$ cat config.mk
export PLATFORM = sky130hd
export DESIGN_NAME = add_sequencer
export DESIGN_NICKNAME = d
export VERILOG_FILES = /design/src/rtl/add_seq_pkg.sv /design/src/rtl/add_sixteen.sv /design/src/rtl/add_sequencer.sv
export SDC_FILE = /design/constraint.sdc
export NUM_CORES = 1
export LEC_CHECK = 0
export CAP_MARGIN = 20
export CELL_PAD_IN_SITES_DETAIL_PLACEMENT = 1
export CELL_PAD_IN_SITES_GLOBAL_PLACEMENT = 1
export CORE_MARGIN = 2
export CORE_UTILIZATION = 35
export CTS_BUF_LIST = sky130_fd_sc_hd__clkbuf_4 sky130_fd_sc_hd__clkbuf_8
export DETAILED_ROUTE_END_ITERATION = 6
export PLACE_DENSITY_LB_ADDON = 0.1
export SYNTH_ARGS = -nofsm -noshare
export SYNTH_HDL_FRONTEND = slang
export SYNTH_SLANG_ARGS = --single-unit
$ cat constraint.sdc
create_clock -name clk -period 7.8 [get_ports clk]
set_input_delay 1.17 -clock clk [delete_from_list [all_inputs] [get_ports clk]]
set_output_delay 1.17 -clock clk [all_outputs]
set_load 0.03 [all_outputs]
$ cat src/rtl/add_seq_pkg.sv
// Shared widths and FSM state type for the word-serial 64-bit add/subtract sequencer.
package add_seq_pkg;

  localparam int WORD_W    = 16;
  localparam int NUM_WORDS = 4;
  localparam int DATA_W    = WORD_W * NUM_WORDS;
  localparam int PASS_W    = $clog2(NUM_WORDS);
  localparam int SHIFT_W   = $clog2(WORD_W);

  typedef enum logic [1:0] {
    IDLE = 2'd0,
    ADD  = 2'd1,
    DONE = 2'd2
  } state_t;

endpackage : add_seq_pkg

$ cat src/rtl/add_sixteen.sv
// One WORD_W-bit ripple-carry adder slice with carry-out and signed overflow of its top bit.
module add_sixteen
  import add_seq_pkg::*;
(
  input  logic [WORD_W-1:0] a,
  input  logic [WORD_W-1:0] b,
  input  logic              cin,
  output logic [WORD_W-1:0] sum,
  output logic              cout,
  output logic              ovf
);

  always_comb begin
    logic cy;
    logic cy_msb;
    // NOTE: blocking assignments here because cy must ripple bit by bit within one evaluation.
    cy     = cin;
    cy_msb = 1'b0;
    sum    = '0;
    for (int i = 0; i < WORD_W; i++) begin
      if (i == WORD_W - 1) cy_msb = cy;
      sum[i] = a[i] ^ b[i] ^ cy;
      cy     = (a[i] & b[i]) | (cy & (a[i] ^ b[i]));
    end
    cout = cy;
    ovf  = cy ^ cy_msb;
  end

endmodule : add_sixteen

$ cat src/rtl/add_sequencer.sv
// 64-bit add/subtract built from four least-significant-first passes through one shared
// 16-bit adder; operands latched on start, flags registered on the last pass.
module add_sequencer
  import add_seq_pkg::*;
(
  input  logic              clk,
  input  logic              reset_n,
  input  logic              start,
  input  logic              sub,
  input  logic [DATA_W-1:0] a,
  input  logic [DATA_W-1:0] b,
  output logic              busy,
  output logic              done,
  output logic [DATA_W-1:0] result,
  output logic              carry,
  output logic              overflow
);

  state_t              state, state_nxt;
  logic [PASS_W-1:0]   k;
  logic                cy_q;
  logic [DATA_W-1:0]   a_q, b_q;
  logic                sub_q;

  logic [SHIFT_W+PASS_W-1:0] base;
  logic [WORD_W-1:0]         add_a, add_b, add_sum;
  logic                      add_cout, add_ovf;
  logic                      accept;

  assign accept = (state == IDLE) && start;
  assign base   = {k, {SHIFT_W{1'b0}}};
  assign add_a  = a_q[base +: WORD_W];
  assign add_b  = b_q[base +: WORD_W] ^ {WORD_W{sub_q}};

  add_sixteen u_add (
    .a    (add_a),
    .b    (add_b),
    .cin  (cy_q),
    .sum  (add_sum),
    .cout (add_cout),
    .ovf  (add_ovf)
  );

  // NOTE: operand registers carry no reset; they are always loaded before being consumed.
  always_ff @(posedge clk) begin
    if (accept) begin
      a_q   <= a;
      b_q   <= b;
      sub_q <= sub;
    end
  end

  always_ff @(posedge clk or negedge reset_n) begin
    if (!reset_n) begin
      state    <= IDLE;
      k        <= '0;
      cy_q     <= 1'b0;
      result   <= '0;
      carry    <= 1'b0;
      overflow <= 1'b0;
    end else begin
      state <= state_nxt;
      if (accept) begin
        k    <= '0;
        cy_q <= sub;
      end else if (state == ADD) begin
        result[base +: WORD_W] <= add_sum;
        cy_q <= add_cout;
        k    <= k + 1'b1;
        if (k == PASS_W'(NUM_WORDS - 1)) begin
          carry    <= add_cout;
          overflow <= add_ovf;
        end
      end
    end
  end

  always_comb begin
    // NOTE: default first so every path assigns state_nxt and no latch is inferred.
    state_nxt = state;
    case (state)
      IDLE:    if (start) state_nxt = ADD;
      ADD:     if (k == PASS_W'(NUM_WORDS - 1)) state_nxt = DONE;
      DONE:    state_nxt = IDLE;
      default: state_nxt = IDLE;
    endcase
  end

  assign busy = (state != IDLE);
  assign done = (state == DONE);

endmodule : add_sequencer

==> results <==
- The flow ran to the end, and the final reports show no timing, DRC or antenna violations.
- The share of the cycle needed by the critical path after routing is 88.95%.
- The routability congestion estimate from global placement is 0.7413.
- The die footprint is 24030 um^2.
- For the worst setup path, the data required time is 8190 ps.
- The synthesized instance count is a little over 400.
- The finished cells cover 10690 um^2.
- The number of buffers added for setup after CTS is 0.
- Counting I/O delays and the setup requirement, the final critical path takes 6938 ps.
- The remaining design rule violation count is 0.
- The number of vias in the routed layout is 4491.
- The number of synthesized flops with an enable pin is 129.
- The count of hold-fix buffers inserted at cts is 0.
- The sum of overflow across all layers after global routing is 0.
- The placed instances occupy a cell area of 10260 um^2.
- The wire length of the first global-routing pass is 29500 um.
- The cell at the root of the clock tree is sky130_fd_sc_hd__clkbuf_8.
- The min-delay analysis places its worst path in the category reg2reg.
- The via count of the first global-routing pass is 5083.
- The sequential fraction of the synthesis area is 70.79%.
- The highest ir drop seen on vdd is 0.0001880 V.
- The initial antenna violation count came to 0.
- sky130_fd_sc_hd__edfxtp_1 takes more of the synthesized area than any other cell.
- The number of nets with antenna violations after detailed routing is 0.
- The start-to-end type of the worst setup path is reg2reg.
- The final count of hold timing violations is 0.
- The final count of pins violating max slew is 0.
- The power per cell area is 386.2 nW/um^2.
- The count of buffers inserted at the top-level ports is 199.
- 200 I/O pins were placed.
- The number of sinks on the clock net is 200.
- The floorplan step set the die width to 155.0 um.
- Compared with the post-synthesis result, the final layout area differs by 33.88%.
- Across all register-to-register paths, the minimum setup slack is between 800 and 900 ps.
- Among all cell types in the netlist, the one instantiated most often is sky130_fd_sc_hd__edfxtp_1.
- The final net count is 766.
- Counting the buffers created by CTS gives 17.
- The proportion of netlist area held by the largest area contributor is approximately half.
- The number of nets handed over by synthesis was around 560.
- The floorplan has 55 rows.
- The clock tree skew after final layout is approximately 19 ps.
- The CTS tree is yes.
- The routed wire length per instance is 20.74 um.
- The worst setup path is captured at a flip-flop.
- The clock latency reported for the late side of the worst-skew pair is 480 ps.
- The final routed wirelength across all metal layers is 18870 um.
- Of the cells placed in the final design, the portion with a size suffix greater than 1 is between 10 and 15%.
- The total negative slack is 0 ps.
- Static timing analysis puts the maximum clock frequency at 0.1441 GHz.
- After synthesis, the most frequently instantiated cells are sky130_fd_sc_hd__edfxtp_1, sky130_fd_sc_hd__dfrtp_1, sky130_fd_sc_hd__mux4_2.
- The worst setup path is launched from a flip-flop.
- The post-cts sizing count is 0.
- The number of H-tree branching levels is 4.
- The synthesized area per cell is 19.61 um^2.
- Entering global routing, the biggest net connects 94 pins.
- The die is 155.0 um tall.
- The initial standard-cell utilization of the core is about 35%.
- The clock passes through at most 2 buffers.
- After synthesis, the share of flip-flops with an asynchronous set or reset is roughly 36%.
- After synthesis the cells add up to between 7000 and 8000 um^2.
- The register bit count reported by yosys is 200.
- Setup repair after global routing left no endpoint under its margin.
- The arrival time reported for the critical path endpoint is 7330 ps.
- The most used flip-flop cell after synthesis is sky130_fd_sc_hd__edfxtp_1.
- The biggest fanout along the worst timing path is 12.
- The global-route usage over all layers is around 16%.
- In the post-synthesis netlist, the biggest area contributors are sky130_fd_sc_hd__edfxtp_1, sky130_fd_sc_hd__dfrtp_1, sky130_fd_sc_hd__mux4_2, sky130_fd_sc_hd__fa_1, sky130_fd_sc_hd__a22o_1.
- Once detailed placement completed, the half-perimeter wirelength came to between 10000 and 15000 um.
- The tool flagged a number of max-cap violations equal to 0.
- The first routing iteration left 227 violations.
- The count of warnings emitted by yosys is 0.
- The core region is between 20000 and 25000 um^2.
- The worst slew margin relative to its limit is a little under 40%.
- The number of iterations in the first detailed-routing pass is 4.
- The final count of negative-setup-slack endpoints is 0.
- Before CTS, the worst setup slack after placement is 793.8 ps.
- The number of distinct standard cells referenced by the synthesized netlist is 37.
- Using the TritonRoute via totals, the vias-per-cell ratio works out to 4.935.
- For the pin with the worst max-slew slack, the measured transition is 906.2 ps.
- The number of diodes added for antenna fixing is 0.
- The leakage component of the power is 3.899 nW.
- The clock slew seen by the registers of the worst setup and hold paths is 100 ps.
- The final worst-path setup slack is 862.0 ps.
## worst paths after layout
path,start,cells after the start,end
worst max-delay path,k[0],25,overflow
worst min-delay path,carry,2,carry
worst max register to register,k[0],25,overflow
worst min register to register,carry,2,carry
max in group asynchronous,reset_n,2,k[0]
min in group asynchronous,reset_n,2,result[19]
## layout by cell type (no fill, tap or decap), types with 2 or more instances in the layout
| cell | n |
|---|---|
| sky130_fd_sc_hd__a22o_1 | 29 |
| sky130_fd_sc_hd__buf_12 | 2 |
| sky130_fd_sc_hd__buf_4 | 4 |
| sky130_fd_sc_hd__bufinv_16 | 2 |
| sky130_fd_sc_hd__clkbuf_8 | 17 |
| sky130_fd_sc_hd__clkdlybuf4s50_1 | 198 |
| sky130_fd_sc_hd__clkinv_4 | 2 |
| sky130_fd_sc_hd__dfrtp_1 | 69 |
| sky130_fd_sc_hd__dfrtp_2 | 2 |
| sky130_fd_sc_hd__edfxtp_1 | 129 |
| sky130_fd_sc_hd__fa_1 | 16 |
| sky130_fd_sc_hd__ha_1 | 6 |
| sky130_fd_sc_hd__inv_1 | 19 |
| sky130_fd_sc_hd__inv_6 | 4 |
| sky130_fd_sc_hd__inv_8 | 3 |
| sky130_fd_sc_hd__mux4_2 | 32 |
| sky130_fd_sc_hd__nand2_1 | 5 |
| sky130_fd_sc_hd__nand2_2 | 3 |
| sky130_fd_sc_hd__nand3b_1 | 2 |
| sky130_fd_sc_hd__nor2b_1 | 2 |
| sky130_fd_sc_hd__o21ai_0 | 4 |
| sky130_fd_sc_hd__o2bb2ai_1 | 27 |
| sky130_fd_sc_hd__o2bb2ai_2 | 8 |
| sky130_fd_sc_hd__xnor2_1 | 10 |
| sky130_fd_sc_hd__xor2_1 | 7 |
## per-layer routing
layer	vias up	GRT usage, %	routed length [um]
li1	1999	-	-
met2	142	27.07	9271
met1	2337	21.91	8487
met5	-	0	0
met4	0	3.968	172
met3	13	4.234	939
## layout make-up
class	count	area [um^2]
clock buffers	18	241.5
multi-input cells	169	2143
clock inverters	14	162.7
inverters	19	71.32
repair buffers	205	2057
well taps	285	356.6
flip-flops and latches	200	5653
fillers	2144	11820
## cells by family after synthesis
group	share of synthesized area (%)
adders and majority gates	4.954
and+or+nand+nor	2.320
AOI/OAI and AO/OA	8.591
muxes	9.030
DFF	70.79
buffers and inverters	2.445
xor gates and xnor gates	1.865
## critical path, stage by stage, from the launching register on
cell and delay [ps]:
sky130_fd_sc_hd__dfrtp_2 620, sky130_fd_sc_hd__mux4_2 570, sky130_fd_sc_hd__xor2_1 210, sky130_fd_sc_hd__fa_1 220
sky130_fd_sc_hd__fa_1 190, sky130_fd_sc_hd__fa_1 180, sky130_fd_sc_hd__fa_1 180, sky130_fd_sc_hd__fa_1 170
sky130_fd_sc_hd__inv_1 50, sky130_fd_sc_hd__fa_1 380, sky130_fd_sc_hd__fa_1 380, sky130_fd_sc_hd__inv_1 80
sky130_fd_sc_hd__fa_1 170, sky130_fd_sc_hd__inv_1 50, sky130_fd_sc_hd__fa_1 380, sky130_fd_sc_hd__fa_1 390
sky130_fd_sc_hd__inv_1 80, sky130_fd_sc_hd__fa_1 160, sky130_fd_sc_hd__inv_1 50, sky130_fd_sc_hd__fa_1 380
sky130_fd_sc_hd__fa_1 390, sky130_fd_sc_hd__fa_1 400, sky130_fd_sc_hd__fa_1 440, sky130_fd_sc_hd__fa_1 450
sky130_fd_sc_hd__xnor2_1 150, sky130_fd_sc_hd__o21ai_0 150
## metrics by stage
step	utilization, %	hold slack, ps	total power [mW]	cells
floorplan	-	519.7	2.783	407
global placement	45.60	465.0	3.444	877
detailed placement	45.60	475.3	3.504	877
CTS	47.40	502.3	4.195	909
global route	47.48	520.1	4.380	910
finish	47.48	500.2	4.127	910
## power breakdown
part / switching, mW / total [mW] / internal (mW)
clock: 0.388 / 0.686 / 0.299
combinational: 1.14 / 1.95 / 0.809
sequential: 0.124 / 1.49 / 1.36
## registers in the layout, summed over array words and instances, names as in the netlist
name,flops
sub_q,1
result,64
b_q,64
k,2
state,2
a_q,64
cy_q,1
overflow,1
carry,1
Note: power is estimated with default switching activity, not from simulation.
